File: config.mk
export PLATFORM = sky130hd
export DESIGN_NAME = alien_rocket
export DESIGN_NICKNAME = d
export VERILOG_FILES = /design/src/rtl/alien_rocket_pkg.sv /design/src/rtl/alien_rocket_lfsr16.sv /design/src/rtl/alien_rocket.sv
export SDC_FILE = /design/constraint.sdc
export NUM_CORES = 1
export LEC_CHECK = 0
export BUFFER_PORTS_ARGS = -buffer_cell sky130_fd_sc_hd__buf_2
export CORE_ASPECT_RATIO = 1.2
export CORE_MARGIN = 5
export CORE_UTILIZATION = 30
export DETAILED_ROUTE_END_ITERATION = 8
export HOLD_SLACK_MARGIN = 0.06
export REMOVE_ABC_BUFFERS = 1
export SYNTH_ARGS = -nofsm -noshare
export SYNTH_HDL_FRONTEND = slang
export SYNTH_HIERARCHICAL = 1
export SYNTH_SLANG_ARGS = --single-unit
File: constraint.sdc
create_clock -name clk -period 7.4 [get_ports clk]
set_clock_uncertainty 0.05 [all_clocks]
set_input_delay 0.74 -clock clk [delete_from_list [all_inputs] [get_ports clk]]
set_output_delay 0.74 -clock clk [all_outputs]
set_load 0.05 [all_outputs]
File: src/rtl/alien_rocket_pkg.sv
// Shared screen geometry, rocket dimensions and launcher FSM encodings
// for the alien rocket block.
package alien_rocket_pkg;

    localparam int SCREEN_W  = 640;
    localparam int SCREEN_H  = 480;
    localparam int ROCKET_HW = 2;
    localparam int ROCKET_H  = 4;

    typedef enum logic [1:0] {
        COOL = 2'd0,
        ARM  = 2'd1,
        FLY  = 2'd2
    } state_e;

    // Unsigned subtraction that floors at zero instead of wrapping.
    function automatic logic [10:0] sub_floor0(input logic [10:0] a, input logic [10:0] b);
        return (a > b) ? (a - b) : 11'd0;
    endfunction

endpackage

File: src/rtl/alien_rocket_lfsr16.sv
// 16-bit Fibonacci LFSR (taps 16,14,13,11), free-running from reset.
module lfsr16 #(
    parameter logic [15:0] SEED = 16'hACE1
) (
    input  logic        clk,
    input  logic        reset,
    output logic [15:0] q
);

    // Shift register advances on every clock once out of reset.
    always_ff @(posedge clk or posedge reset) begin
        if (reset) begin
            q <= SEED;
        end else begin
            q <= {q[14:0], q[15] ^ q[13] ^ q[12] ^ q[10]};
        end
    end

endmodule

File: src/rtl/alien_rocket.sv
// Alien rocket launcher: picks a live column, drops one rocket per frame tick,
// and flags collisions with the player's ship.
module alien_rocket
    import alien_rocket_pkg::*;
#(
    parameter int          NCOLS     = 8,
    parameter int          COL_PITCH = 40,
    parameter int          ROW_DROP  = 16,
    parameter int          SPEED     = 3,
    parameter int          COOLDOWN  = 60,
    parameter logic [15:0] SEED      = 16'hACE1
) (
    input  logic             clk,
    input  logic             reset,
    input  logic             playing,
    input  logic             tick,
    input  logic [9:0]       formX,
    input  logic [8:0]       formY,
    input  logic [NCOLS-1:0] col_alive,
    input  logic [9:0]       shipX,
    input  logic [8:0]       shipY,
    input  logic [5:0]       shipborderX,
    input  logic [4:0]       shipborderY,
    output logic             alienrocket1,
    output logic [9:0]       alienrocket1X,
    output logic [8:0]       alienrocket1Y,
    output logic             shiphit
);

    localparam int CW = $clog2(NCOLS);
    localparam int TW = $clog2(COOLDOWN + 1);

    state_e        state_r, state_n;
    logic [TW-1:0] timer_r, timer_n;
    logic [9:0]    x_r, x_n;
    logic [8:0]    y_r, y_n;
    logic          live_r, live_n;
    logic          hit_r, hit_n;

    logic [15:0]   lfsr_q;
    logic [CW-1:0] col_s;
    logic          lfsr_unused_s;
    logic [10:0]   spawn_x_s, spawn_y_s;
    logic [10:0]   ship_x_lo_s, ship_x_hi_s, ship_y_lo_s, ship_y_hi_s;
    logic          hit_s, off_s;

    lfsr16 #(.SEED(SEED)) u_lfsr (
        .clk   (clk),
        .reset (reset),
        .q     (lfsr_q)
    );

    assign col_s         = lfsr_q[CW-1:0];
    assign lfsr_unused_s = ^lfsr_q[15:CW];

    assign spawn_x_s = 11'(formX) + 11'(col_s) * 11'(COL_PITCH);
    assign spawn_y_s = 11'(formY) + 11'(ROW_DROP);

    // Bounding-box overlap between the 4x4 rocket and the ship, evaluated on registered X/Y.
    assign ship_x_lo_s = sub_floor0(11'(shipX), 11'(shipborderX));
    assign ship_x_hi_s = 11'(shipX) + 11'(shipborderX);
    assign ship_y_lo_s = sub_floor0(11'(shipY), 11'(shipborderY));
    assign ship_y_hi_s = 11'(shipY) + 11'(shipborderY);

    assign hit_s = (sub_floor0(11'(x_r), 11'(ROCKET_HW)) <= ship_x_hi_s) &&
                   ((11'(x_r) + 11'(ROCKET_HW)) >= ship_x_lo_s) &&
                   ((11'(y_r) + 11'(ROCKET_H)) >= ship_y_lo_s) &&
                   (11'(y_r) <= ship_y_hi_s);
    assign off_s = (11'(y_r) + 11'(SPEED)) >= 11'(SCREEN_H);

    // Next-state and next-output logic for the launcher.
    always_comb begin
        state_n = state_r;
        timer_n = timer_r;
        x_n     = x_r;
        y_n     = y_r;
        live_n  = live_r;
        hit_n   = 1'b0;
        if (!playing) begin
            state_n = COOL;
            timer_n = TW'(COOLDOWN);
            x_n     = 10'd0;
            y_n     = 9'd0;
            live_n  = 1'b0;
        end else if (tick) begin
            case (state_r)
                COOL: begin
                    if (timer_r <= TW'(1)) begin
                        timer_n = TW'(0);
                        state_n = ARM;
                    end else begin
                        timer_n = timer_r - TW'(1);
                    end
                end
                ARM: begin
                    if (col_alive[col_s]) begin
                        x_n     = (spawn_x_s > 11'(SCREEN_W - 1)) ? 10'(SCREEN_W - 1) : spawn_x_s[9:0];
                        y_n     = (spawn_y_s > 11'd511) ? 9'd511 : spawn_y_s[8:0];
                        live_n  = 1'b1;
                        state_n = FLY;
                    end else begin
                        state_n = ARM;
                    end
                end
                FLY: begin
                    if (hit_s || off_s) begin
                        hit_n   = hit_s;
                        live_n  = 1'b0;
                        x_n     = 10'd0;
                        y_n     = 9'd0;
                        timer_n = TW'(COOLDOWN);
                        state_n = COOL;
                    end else begin
                        y_n = y_r + 9'(SPEED);
                    end
                end
                default: begin
                    live_n  = 1'b0;
                    x_n     = 10'd0;
                    y_n     = 9'd0;
                    timer_n = TW'(COOLDOWN);
                    state_n = COOL;
                end
            endcase
        end else begin
            state_n = state_r;
        end
    end

    // State and output registers.
    always_ff @(posedge clk or posedge reset) begin
        if (reset) begin
            state_r <= COOL;
            timer_r <= TW'(COOLDOWN);
            x_r     <= 10'd0;
            y_r     <= 9'd0;
            live_r  <= 1'b0;
            hit_r   <= 1'b0;
        end else begin
            state_r <= state_n;
            timer_r <= timer_n;
            x_r     <= x_n;
            y_r     <= y_n;
            live_r  <= live_n;
            hit_r   <= hit_n;
        end
    end

    assign alienrocket1  = live_r;
    assign alienrocket1X = x_r;
    assign alienrocket1Y = y_r;
    assign shiphit       = hit_r;

endmodule
# Word-level counts from Yosys, hierarchy flattened

Index checks and enable logic that the tools add are counted.

$mul: 1
Shift operators: 0
Order comparisons: 12
Reduce and logical (&&, ||, !) cells: 9
Div/mod/pow operators: 0
Equality and inequality tests: 8
Multiplexer cells: 37
Add/subtract/negate cells: 12
Bitwise gates (word level): 3

Operators with widths:

| operator                                                           | number |
|---|---|
| two-way mux 10 bit                                                 | 5 |
| two-way mux 9 bit                                                  | 5 |
| two-way mux 11 bit                                                 | 3 |
| case mux 10 bit (3 select lines)                                   | 1 |
| case mux 9 bit (3 select lines)                                    | 1 |
| two-way mux 6 bit                                                  | 4 |
| case mux 6 bit (3 select lines)                                    | 1 |
| adder 10 x 2 -> 11 bit, second input constant                      | 1 |
| adder 10 x 6 -> 11 bit                                             | 1 |
| adder 10 x 9 -> 11 bit                                             | 1 |
| greater-or-equal comparator 10 x 11 -> 1 bit                       | 1 |
| greater-or-equal comparator 11 bit                                 | 1 |
| > comparator 11 x 10 -> 1 bit, second input constant               | 1 |
| <= comparator 11 bit                                               | 1 |
| subtractor 10 x 2 -> 11 bit, second input constant                 | 1 |
| subtractor 10 x 6 -> 11 bit                                        | 1 |
| adder 9 x 2 -> 10 bit, second input constant                       | 1 |
| adder 9 x 3 -> 10 bit, second input constant                       | 1 |
| adder 9 x 5 -> 10 bit                                              | 1 |
| adder 9 x 5 -> 10 bit, second input constant                       | 1 |
| greater-or-equal comparator 10 x 9 -> 1 bit, second input constant | 1 |
| > comparator 10 x 2 -> 1 bit, second input constant                | 1 |
| > comparator 10 x 6 -> 1 bit                                       | 1 |
| > comparator 10 x 9 -> 1 bit, second input constant                | 1 |
| 24 further kinds                                                   | 45 |

Bits of input ports: 61
Output and inout bits: 21
Word-level logic and storage cells: 89
Memories kept: 0
Latch bits: 0
ROM bits: 0
Register bits after elaboration: 45
Bits in writable memories: 0

# Logic depth before layout (Yosys ltp)

Gate-level depths: netlist (run 1).

Depth after elaboration: 11
Gate-level depth with buffers: 20
Mapped depth without buffers: 19

# By module

The synthesis (run 1) kept the hierarchy.

Modules (own cells, without submodules):

| module       | area each (um^2) | cells an instance | sequential area each (um^2) | times used |
|---|---|---|---|---|
| alien_rocket | 4710.8           | 579               | 730.7                       | 1 |
| lfsr16       | 440.4            | 20                | 410.4                       | 1 |

# Worst setup path after synthesis (run 1)

Ideal clock, no wire load.

Path type: input-to-reg
From: input port shipborderX[1]
To: register live_r, in the netlist alienrocket1
Stages: 20
Data required time: 7.225 ns
Setup slack: 2.935 ns
Setup time: 0.125 ns
Arrival: 4.290 ns
Buffers on the path: 1
Cell sequence: inv_1 > ha_1 > nor2b_1 > o21ai_0 > a21boi_0 > o21ai_0 > nand2b_1 > a211oi_1 > o21ai_1 > o21ai_0 > ha_1 > a21oi_1 > o21ai_0 > a21oi_1 > o311a_1 > nor4_4 > a21oi_2 > o21ai_2 > buf_6 > mux2_4

Cells in the longest elaborated chain, start to end: 9
Elaborated cells between the ends (all ways): 12
Classes of those cells: add/sub (2); order compare (3); eq/ne (1); mux (1); reduce/logical (5)

Ends and longest elaborated chain:

| item                                                                        | line                   | text |
|---|---|---|
| start: declaration                                                          | alien_rocket.sv:22     | `input logic [5:0] shipborderX,` |
| subtractor 10 x 6 -> 11 bit or > comparator 10 x 6 -> 1 bit (tied branches) | alien_rocket_pkg.sv:18 | `return (a > b) ? (a - b) : 11'd0;` |
| two-way mux 11 bit                                                          | alien_rocket_pkg.sv:18 |  |
| greater-or-equal comparator 11 bit                                          | alien_rocket.sv:66     | `((11'(x_r) + 11'(ROCKET_HW)) >= ship_x_lo_s) &&` |
| logical AND 1 bit (*)                                                       | alien_rocket.sv:65     | `assign hit_s = (sub_floor0(11'(x_r), 11'(ROCKET_HW)) <= ship_x_hi_s) &&` |
| logical AND 1 bit (*)                                                       | alien_rocket.sv:66     |  |
| logical AND 1 bit (*)                                                       | alien_rocket.sv:67     | `((11'(y_r) + 11'(ROCKET_H)) >= ship_y_lo_s) &&` |
| logical OR 1 bit (*)                                                        | alien_rocket.sv:106    | `if (hit_s \|\| off_s) begin` |
| inequality test 3 bit (no line) (*)                                         | -                      |  |
| AND reduction 4 bit (no line) (*)                                           | -                      |  |
| end signal: assignment                                                      | alien_rocket.sv:144    | `live_r <= live_n;` |
| end: declaration                                                            | alien_rocket.sv:37     | `logic live_r, live_n;` |

Every way passes the cells marked *; elsewhere a longest branch is shown, timed or not.
A chain may end at the register's enable or synchronous reset.

# Worst setup path in the final report (run 1)

From: input port shipborderX[1]
To: register x_r[8], in the netlist alienrocket1X[8]

Cells in the longest elaborated chain, start to end: 9
Elaborated cells between the ends (all ways): 12
Classes of those cells: add/sub (2); order compare (3); eq/ne (1); mux (1); reduce/logical (5)

Ends and longest elaborated chain:

| item                                                                        | line                   | text |
|---|---|---|
| subtractor 10 x 6 -> 11 bit or > comparator 10 x 6 -> 1 bit (tied branches) | alien_rocket_pkg.sv:18 |  |
| two-way mux 11 bit                                                          | alien_rocket_pkg.sv:18 |  |
| greater-or-equal comparator 11 bit                                          | alien_rocket.sv:66     |  |
| logical AND 1 bit (*)                                                       | alien_rocket.sv:65     |  |
| logical AND 1 bit (*)                                                       | alien_rocket.sv:66     |  |
| logical AND 1 bit (*)                                                       | alien_rocket.sv:67     |  |
| logical OR 1 bit (*)                                                        | alien_rocket.sv:106    |  |
| inequality test 3 bit (no line) (*)                                         | -                      |  |
| AND reduction 4 bit (no line) (*)                                           | -                      |  |
| end signal: assignment                                                      | alien_rocket.sv:142    | `x_r <= x_n;` |
| end: declaration                                                            | alien_rocket.sv:35     | `logic [9:0] x_r, x_n;` |

Marks and branches as above.

==> impl_metrics.json, run 1 <==
{
  "grt-ovfl-total": 0,
  "hold_class": "register to register",
  "arrival_ns": 5.28,
  "min_period_ns": 5.17,
  "ant_nets": 0,
  "crit_slowest_cell": "o21ai_2",
  "async_reset_ff_share_pct": 100,
  "drc": 0,
  "port_buffers": 81,
  "cts_tree": "done",
  "grt_antenna_before_repair": 2,
  "postPlaceCellArea_um2": 5740,
  "synth.cell_area_um2": 5150,
  "wl_um": 12300,
  "cts_hold_buf": 0,
  "drt_iter0_drc": 131,
  "fin_util_pct": 35.1,
  "synth_most_common_cell": "ha_1",
  "slew_violations": 0,
  "cellPowerDensity_nw_per_um2": 120,
  "layout.nets": 819,
  "fin_tns_setup_ns": 0,
  "cts.sinks": 45,
  "worstSetupStartpointType": "primary input",
  "synth_cell_types": 69,
  "hpwl_um": 10100,
  "grt_pass1_wl_um": 20800,
  "cap_violations": 0,
  "required_ns": 7.52,
  "die_h_um": 154,
  "cts.path.max_buffers": 2,
  "syn_to_final_growth_pct": 14.7,
  "clk_pin_slew_worst_paths_ns": 0.07,
  "fin_area_um2": 5910,
  "antenna_cells": 0,
  "grt_pass1_vias": 4451,
  "drt_first_pass_iters": 4,
  "num_vias": 4419,
  "synthFlopType": "dfrtp_1",
  "status": "finished, final reports clean",
  "cpMostUsedCell": "o21ai_0",
  "total_leakage_power_uw": 0.00290,
  "setup_violations": 0,
  "insertion_delay_ns": 0.28,
  "syn_inst": 599,
  "dp_worst_setup_slack_ns": 1.96,
  "avgRoutedWirePerCell_um": 13.9,
  "cts_max_level": 2,
  "coreArea_um2": 16900,
  "grtUsageTotal_pct": 12.5,
  "tightest_slew_ns": 0.936,
  "ys_seq_area_share_pct": 22.2,
  "post-synth-top-area-cell": "ha_1",
  "yosysWarningCount": 6,
  "synthTopCellsByCount": "ha_1 (84), inv_1 (56), o21ai_0 (48)",
  "peakVddDrop_mv": 0.0980,
  "timing.fmax_ghz": 0.194,
  "start_util_pct": 30.6,
  "cts-root-buf": "clkbuf_16",
  "yosys.area.top_type_share_pct": 20.4,
  "synth_seq_cells": 45,
  "via_per_inst": 4.99,
  "crit_path_max_incr_delay_ns": 0.62,
  "rsz0062_at_grt": "false",
  "die_w_um": 130,
  "placementRows": 52,
  "hold_viol_final": 0,
  "crit_fanout": 12,
  "fin_ws_ns": 2.23,
  "relSlewSlack_pct": 37.5,
  "grt_max_degree": 30,
  "path_cells": "buf_2, inv_1, ha_1, nor2b_1, o21ai_0, a21boi_0, o21ai_0, nand2b_1, a211oi_1, o21ai_1, o21ai_0, ha_1, a21oi_1, o21ai_0, a21oi_1, o311a_1, nor4_4, a21oi_2, o21ai_2, mux2_2",
  "gp_congestion": 0.851,
  "synth_edf_count": 0,
  "hold_ws_ns": 0.304,
  "cts_buffers": 5,
  "ios": 82,
  "worst-setup-path-type": "primary input to register",
  "period_share_pct": 69.8,
  "ctsResizeCount": 0,
  "post_cts_buffers": 0,
  "avgSynthCellArea_um2": 8.60,
  "drive_gt1_share_pct": 19.1,
  "endpoint_kind": "register",
  "synthTopCellsByArea": "ha_1 (20%), dfrtp_1 (16%), dfstp_2 (6.1%)",
  "dieArea_um2": 19900
}
-- where the power goes --
group	total, uW	switching [uW]	leakage, uW	internal [uW]
Sequential	259	5.25	0.000583	253
Clock	253	93.1	0.0000800	160
Combinational	199	114	0.00223	85.0
-- cell type report --
type | instances | area (um2)
clock buffers | 5 | 125
well taps | 216 | 270
repair buffers | 83 | 420
flip-flops and latches | 45 | 1140
clock inverters | 3 | 46.3
inverters | 57 | 214
multi-input cells | 477 | 3690
fillers | 1754 | 10900
-- routing by layer --
metal,wire length [um],vias up,GRT usage [%]
met2,6090,81,22.9
met3,540,8,1.67
li1,-,2254,-
met5,19,-,0
met4,71,4,1.63
met1,5580,2072,15.9
-- kinds of logic after synthesis --
group           Yosys count  synth area share, %
simple gates            179                 17.8
compound gates          144                 19.5
flops                    45                 22.2
buf+inv                  77                 6.14
xor+xnor                 50                 8.50
fa+ha+maj                89                 22.3
mux                      15                 3.64
-- metrics by stage --
step | power, uW | cells
6_report | 711 | 886
5_1_grt | 761 | 886
4_1_cts | 721 | 886
3_5_place_dp | 463 | 878
3_3_place_gp | 461 | 878
2_1_floorplan | 402 | 579
-- layout by cell type, fill, tap and decap left out, types with 3 or more instances in the layout --
cell and instances:
a21o_1 8, a21oi_1 31, a31oi_1 4, and3_1 5, buf_2 81, clkbuf_16 5
dfrtp_1 33, dfstp_2 12, fa_1 5, ha_1 84, inv_1 56, mux2i_1 9
nand2_1 46, nand2b_1 5, nand3_1 25, nand3b_1 6, nand4_1 7, nor2_1 40
nor2b_1 8, nor3_1 14, nor3b_1 3, nor4_1 3, o211ai_1 10, o21a_1 5
o21ai_0 48, o21bai_1 6, or3_1 5, xnor2_1 29, xor2_1 21
-- flip-flops by register name (all words and copies together) (netlist names) --
name	count
alienrocket1X	10
u_lfsr/q	16
state_r	2
timer_r	6
alienrocket1Y	9
shiphit	1
alienrocket1	1
-- path summary, 6_finish.rpt --
kind	from	to	slack, ns	depth (start not counted)
worst min register to register	u_lfsr/q[4]$_DFF_PP0_	u_lfsr/q[5]$_DFF_PP1_	0.30	0
worst min-delay path	u_lfsr/q[4]$_DFF_PP0_	u_lfsr/q[5]$_DFF_PP1_	0.30	0
min in group asynchronous	reset	u_lfsr/q[2]$_DFF_PP0_	0.46	2
worst max-delay path	shipborderX[1]	alienrocket1X[8]$_DFFE_PP0P_	2.23	20
worst max register to register	alienrocket1X[1]$_DFFE_PP0P_	alienrocket1X[8]$_DFFE_PP0P_	3.06	14
max in group asynchronous	reset	u_lfsr/q[11]$_DFF_PP1_	6.46	2
-- critical path: cells and delay by family --
family / cells / cell delay (ns)
compound gates: 12 / 2.93
simple gates: 3 / 0.53
mux: 1 / 0.41
fa+ha+maj: 2 / 0.46
buf+inv: 2 / 0.18
Note: power is estimated with default switching activity, not from simulation.
==> run 2: changes to the inputs <==
Clock period 7.4 ns to 4.9 ns, I/O delays scaled along.
==> impl_metrics.json, run 2 (same netlist as run 1, synthesis figures left out) <==
{
  "timing.fmax_ghz": 0.224,
  "cts_tree": "done",
  "drt_iter0_drc": 141,
  "cts.path.max_buffers": 2,
  "path_cells": "buf_2, inv_1, ha_1, nor2b_1, o21ai_0, a21boi_0, o21ai_0, nand2b_1, a211oi_1, o21ai_1, buf_4, nand3b_1, ha_1, a21oi_1, o21ai_0, a21oi_1, o311a_1, nor4_4, a21oi_2, o21ai_2, buf_4, mux2i_1",
  "worstSetupStartpointType": "primary input",
  "critPathBufInv": 4,
  "cellPowerDensity_nw_per_um2": 173,
  "wl_um": 12600,
  "num-fill-cells": 1800,
  "insertion_delay_ns": 0.28,
  "die_h_um": 154,
  "drc": 0,
  "hold_class": "primary input to async pin",
  "post_cts_buffers": 0,
  "ctsResizeCount": 0,
  "die_w_um": 130,
  "cts_hold_buf": 0,
  "crit_slowest_cell": "o311a_1",
  "relSlewSlack_pct": 43.3,
  "placementRows": 52,
  "grt_max_degree": 30,
  "num_vias": 4443,
  "coreArea_um2": 16900,
  "gp_congestion": 0.858,
  "slew_violations": 0,
  "worst-setup-path-type": "primary input to register",
  "cap_violations": 0,
  "required_ns": 5.06,
  "port_buffers": 81,
  "layout_commonest_cell": "ha_1",
  "min_period_ns": 4.46,
  "fin_tns_setup_ns": 0,
  "status": "finished, final reports clean",
  "grt_antenna_before_repair": 2,
  "crit_path_max_incr_delay_ns": 0.37,
  "hpwl_um": 10500,
  "grt_pass1_wl_um": 21200,
  "crit_fanout": 7,
  "grt-ovfl-total": 0,
  "via_per_inst": 4.99,
  "cts_max_level": 2,
  "drt_first_pass_iters": 4,
  "period_share_pct": 91.0,
  "cts_buffers": 5,
  "total_leakage_power_uw": 0.00291,
  "final_cell_mix": "ha_1 (84), buf_2 (81), inv_1 (56)",
  "critPathTopFamily": "compound AO/OA/AOI/OAI gates",
  "syn_to_final_growth_pct": 15.0,
  "setup_violations": 0,
  "dieArea_um2": 19900,
  "antenna_cells": 0,
  "place_inst": 883,
  "ios": 82,
  "cpMostUsedCell": "o21ai_0",
  "grtUsageTotal_pct": 12.8,
  "endpoint_kind": "register",
  "avgRoutedWirePerCell_um": 14.2,
  "peakVddDrop_mv": 0.136,
  "start_util_pct": 30.6,
  "cts-root-buf": "clkbuf_16",
  "largest_register_ff_count": 16,
  "rsz0062_at_grt": "false",
  "layout.nets": 824,
  "final_cells": 891,
  "hold_viol_final": 0,
  "clk_pin_slew_worst_paths_ns": 0.06,
  "cts.sinks": 45,
  "tightest_slew_ns": 0.848,
  "regMostFlops": "u_lfsr/q",
  "grt_pass1_vias": 4511,
  "drive_gt1_share_pct": 19.7,
  "ant_nets": 0,
  "arrival_ns": 4.62
}
-- run 2: per-stage QoR --
stage	cell area (um2)	hold WS, ns	setup slack (ns)	total power, uW	utilization [%]
6_report	5920	0.225	0.440	1030	35.2
3_5_place_dp	5780	0.288	0.167	703	34.3
2_1_floorplan	5050	0.281	0.441	607	-
4_1_cts	5920	0.238	0.432	1040	35.2
3_3_place_gp	5780	0.284	0.310	699	34.3
5_1_grt	5920	0.270	0.0942	1100	35.2
-- run 2: cell type report --
type | instances | area [um2] | share of cell area (%)
timing repair buffer | 88 | 458 | 7.73
clock inverter | 3 | 22.5 | 0.380
inverter | 57 | 214 | 3.61
sequential | 45 | 1140 | 19.3
multi-input combinational | 477 | 3690 | 62.3
clock buffer | 5 | 125 | 2.11
tap | 216 | 270 | 4.56
-- run 2: final timing paths --
kind | startpoint | end | slack, ns | cells past startpoint
max in group asynchronous | reset | u_lfsr/q[14]$_DFF_PP0_ | 4.19 | 2
min in group clk | u_lfsr/q[3]$_DFF_PP0_ | u_lfsr/q[4]$_DFF_PP0_ | 0.30 | 0
setup reg to reg | alienrocket1X[1]$_DFFE_PP0P_ | alienrocket1X[6]$_DFFE_PP0P_ | 0.81 | 15
hold / removal | reset | u_lfsr/q[8]$_DFF_PP0_ | 0.23 | 2
hold reg to reg | u_lfsr/q[3]$_DFF_PP0_ | u_lfsr/q[4]$_DFF_PP0_ | 0.30 | 0
setup / recovery | shipborderX[1] | alienrocket1X[6]$_DFFE_PP0P_ | 0.44 | 22
-- run 2: power breakdown --
part / internal (uW) / switching, uW / total, uW
Sequential: 383 / 8.29 / 391
Combinational: 131 / 173 / 304
Clock: 190 / 143 / 333
Total: 703 / 325 / 1030
-- run 2: routing by layer --
layer,vias to the layer above,share of wire (%),track usage [%]
li1,2271,-,-
met1,2077,45,16.0
met2,76,50,22.9
met3,15,4.3,2.26
met4,4,1.2,2.82
met5,-,0.15,0
==> run 3: changes to the inputs <==
Settings changed: BUFFER_PORTS_ARGS -buffer_cell sky130_fd_sc_hd__buf_2 to unset, CORE_MARGIN 5 to 3, DONT_BUFFER_PORTS set to 1, REMOVE_ABC_BUFFERS 1 to unset.
==> impl_metrics.json, run 3 (same netlist as run 1, synthesis figures left out) <==
{
  "status": "finished, final reports clean",
  "syn_nets": 749,
  "antenna_cells": 0,
  "die_w_um": 126,
  "cts_tree": "done",
  "crit_fanout": 12,
  "drt_first_pass_iters": 4,
  "insertion_delay_ns": 0.28,
  "multi_input_area_um2": 3700,
  "regToRegSetupSlack_ns": 0.73,
  "ios": 82,
  "die_h_um": 150,
  "cts_buffers": 5,
  "p_switching_uw": 299,
  "tightest_slew_ns": 0.882,
  "met2_usage_pct": 24.0,
  "placementRows": 51,
  "hold_viol_final": 0,
  "fin_tns_setup_ns": 0,
  "post_cts_buffers": 0,
  "grt_pass1_vias": 4229,
  "drive_gt1_share_pct": 10.6,
  "drt_iter0_drc": 129,
  "required_ns": 5.02,
  "ant_nets": 0,
  "worstSetupStartpointType": "primary input",
  "total_leakage_power_uw": 0.00262,
  "clk_pin_slew_worst_paths_ns": 0.06,
  "largest_register_ff_count": 16,
  "final_cell_mix": "ha_1 (84), inv_1 (56), o21ai_0 (48)",
  "gp_congestion": 0.838,
  "num-fill-cells": 1733,
  "postPlaceCellArea_um2": 5460,
  "timing.fmax_ghz": 0.232,
  "drc": 0,
  "r2r-end": "alienrocket1X[7]$_DFFE_PP0P_",
  "min_period_ns": 4.31,
  "cts.path.max_buffers": 2,
  "grt_pass1_wl_um": 20200,
  "use_met1_pct": 15.4,
  "grt_antenna_before_repair": 0,
  "r2r_cells": 14,
  "cellPowerDensity_nw_per_um2": 175,
  "setup_violations": 0,
  "dieArea_um2": 18800,
  "layout_commonest_cell": "ha_1",
  "slew_violations": 0,
  "arrival_ns": 4.43,
  "r2r_start": "alienrocket1X[1]$_DFFE_PP0P_",
  "fin_util_pct": 34.0,
  "grt-ovfl-total": 0,
  "layout.area.seq_um2": 1140,
  "endpoint_kind": "register",
  "regMostFlops": "u_lfsr/q",
  "cts_hold_buf": 0,
  "internal-power_uw": 685,
  "start_util_pct": 31.2,
  "avgRoutedWirePerCell_um": 14.6,
  "peakVddDrop_mv": 0.182,
  "cts_max_level": 2,
  "worst-setup-path-type": "primary input to register",
  "grt_use_met3_pct": 3.00,
  "wl_um": 12000,
  "grtUsageTotal_pct": 13.0,
  "via_per_inst": 5.13,
  "syn_to_final_growth_pct": 8.94,
  "num_vias": 4200,
  "hold_class": "primary input to async pin",
  "grt_max_degree": 30,
  "pwr-share-clk_pct": 33.2,
  "period_share_pct": 87.9,
  "port_buffers": 0,
  "fin_area_um2": 5610,
  "cts.sinks": 45,
  "combinationalPowerShare_pct": 27.0,
  "rsz0062_at_grt": "false",
  "coreArea_um2": 16500,
  "busiest_layer": "met2",
  "cts-root-buf": "clkbuf_16",
  "layout.nets": 755,
  "relSlewSlack_pct": 41.1,
  "cap_violations": 0,
  "p_seq_share_pct": 39.8,
  "swShare_pct": 30.4,
  "hpwl_um": 10000
}
-- run 3: cell types whose count changed in the layout (fill, tap and decap cells not counted) --
| cell | change |
|---|---|
| buf_2 | -81 |
| buf_4 | +12 |
| clkinvlp_4 | +3 |
| clkinv_4 | -2 |
| clkinv_2 | -1 |
| o21ai_2 | -1 |
| o21ai_4 | +1 |
-- run 3: cell type report --
type	count	share of cell area, %
multi-input cells	477	66.0
well taps	212	4.73
repair buffers	19	2.54
clock buffers	5	2.23
inverters	57	3.81
clock inverters	3	0.401
flip-flops and latches	45	20.3
-- run 3: per-stage QoR --
step	power [uW]	setup WS, ns	hold slack [ns]	std cells
floorplan	616	0.685	0.281	599
global placement	663	0.216	0.285	810
detailed placement	666	0.139	0.286	810
CTS	999	0.394	0.0990	818
global route	1050	0.182	0.117	818
finish	984	0.592	0.0886	818
-- run 3: what timing repair did --
action                                 4_1_cts  5_1_grt
resized for setup                            0        1
setup endpoints to repair                    0        2
endpoints found under the hold margin        0        0
-- run 3: power groups by stage --
stage          clock network (uW)  registers [uW]  logic (uW)
2_1_floorplan                   0             395         221
3_3_place_gp                    0             397         266
6_report                      327             392         265
3_5_place_dp                    0             398         268
5_1_grt                       354             393         307
4_1_cts                       337             391         270
-- run 3: worst max-delay path, cell delays in order --
cell and delay [ns]:
inv_1 0.02, ha_1 0.29, nor2b_1 0.13, o21ai_0 0.10
a21boi_0 0.23, o21ai_0 0.11, nand2b_1 0.13, a211oi_1 0.10
o21ai_1 0.37, o21ai_0 0.17, ha_1 0.32, a21oi_1 0.06
o21ai_0 0.14, a21oi_1 0.07, o311a_1 0.37, nor4_4 0.33
a21oi_2 0.17, o21ai_4 0.44, mux2_2 0.39
-- run 3: worst max-delay path by stage --
stage / start / to / cells past startpoint
final: shipborderX[1] / alienrocket1X[7]$_DFFE_PP0P_ / 19
after global placement: shipborderX[2] / alienrocket1X[7]$_DFFE_PP0P_ / 18
after detailed placement: shipborderX[2] / alienrocket1X[8]$_DFFE_PP0P_ / 18
after CTS: shipborderX[2] / alienrocket1X[8]$_DFFE_PP0P_ / 18
after global routing: shipborderX[1] / alienrocket1X[8]$_DFFE_PP0P_ / 19
after floorplan: shipborderX[1] / alienrocket1$_DFFE_PP0P_ / 20
-- run 3: per-layer routing --
layer	vias to the layer above	part of all wire, %
met1	1981	42
met3	6	6.7
met2	84	50
met4	0	0.85
li1	2129	-
met5	-	0
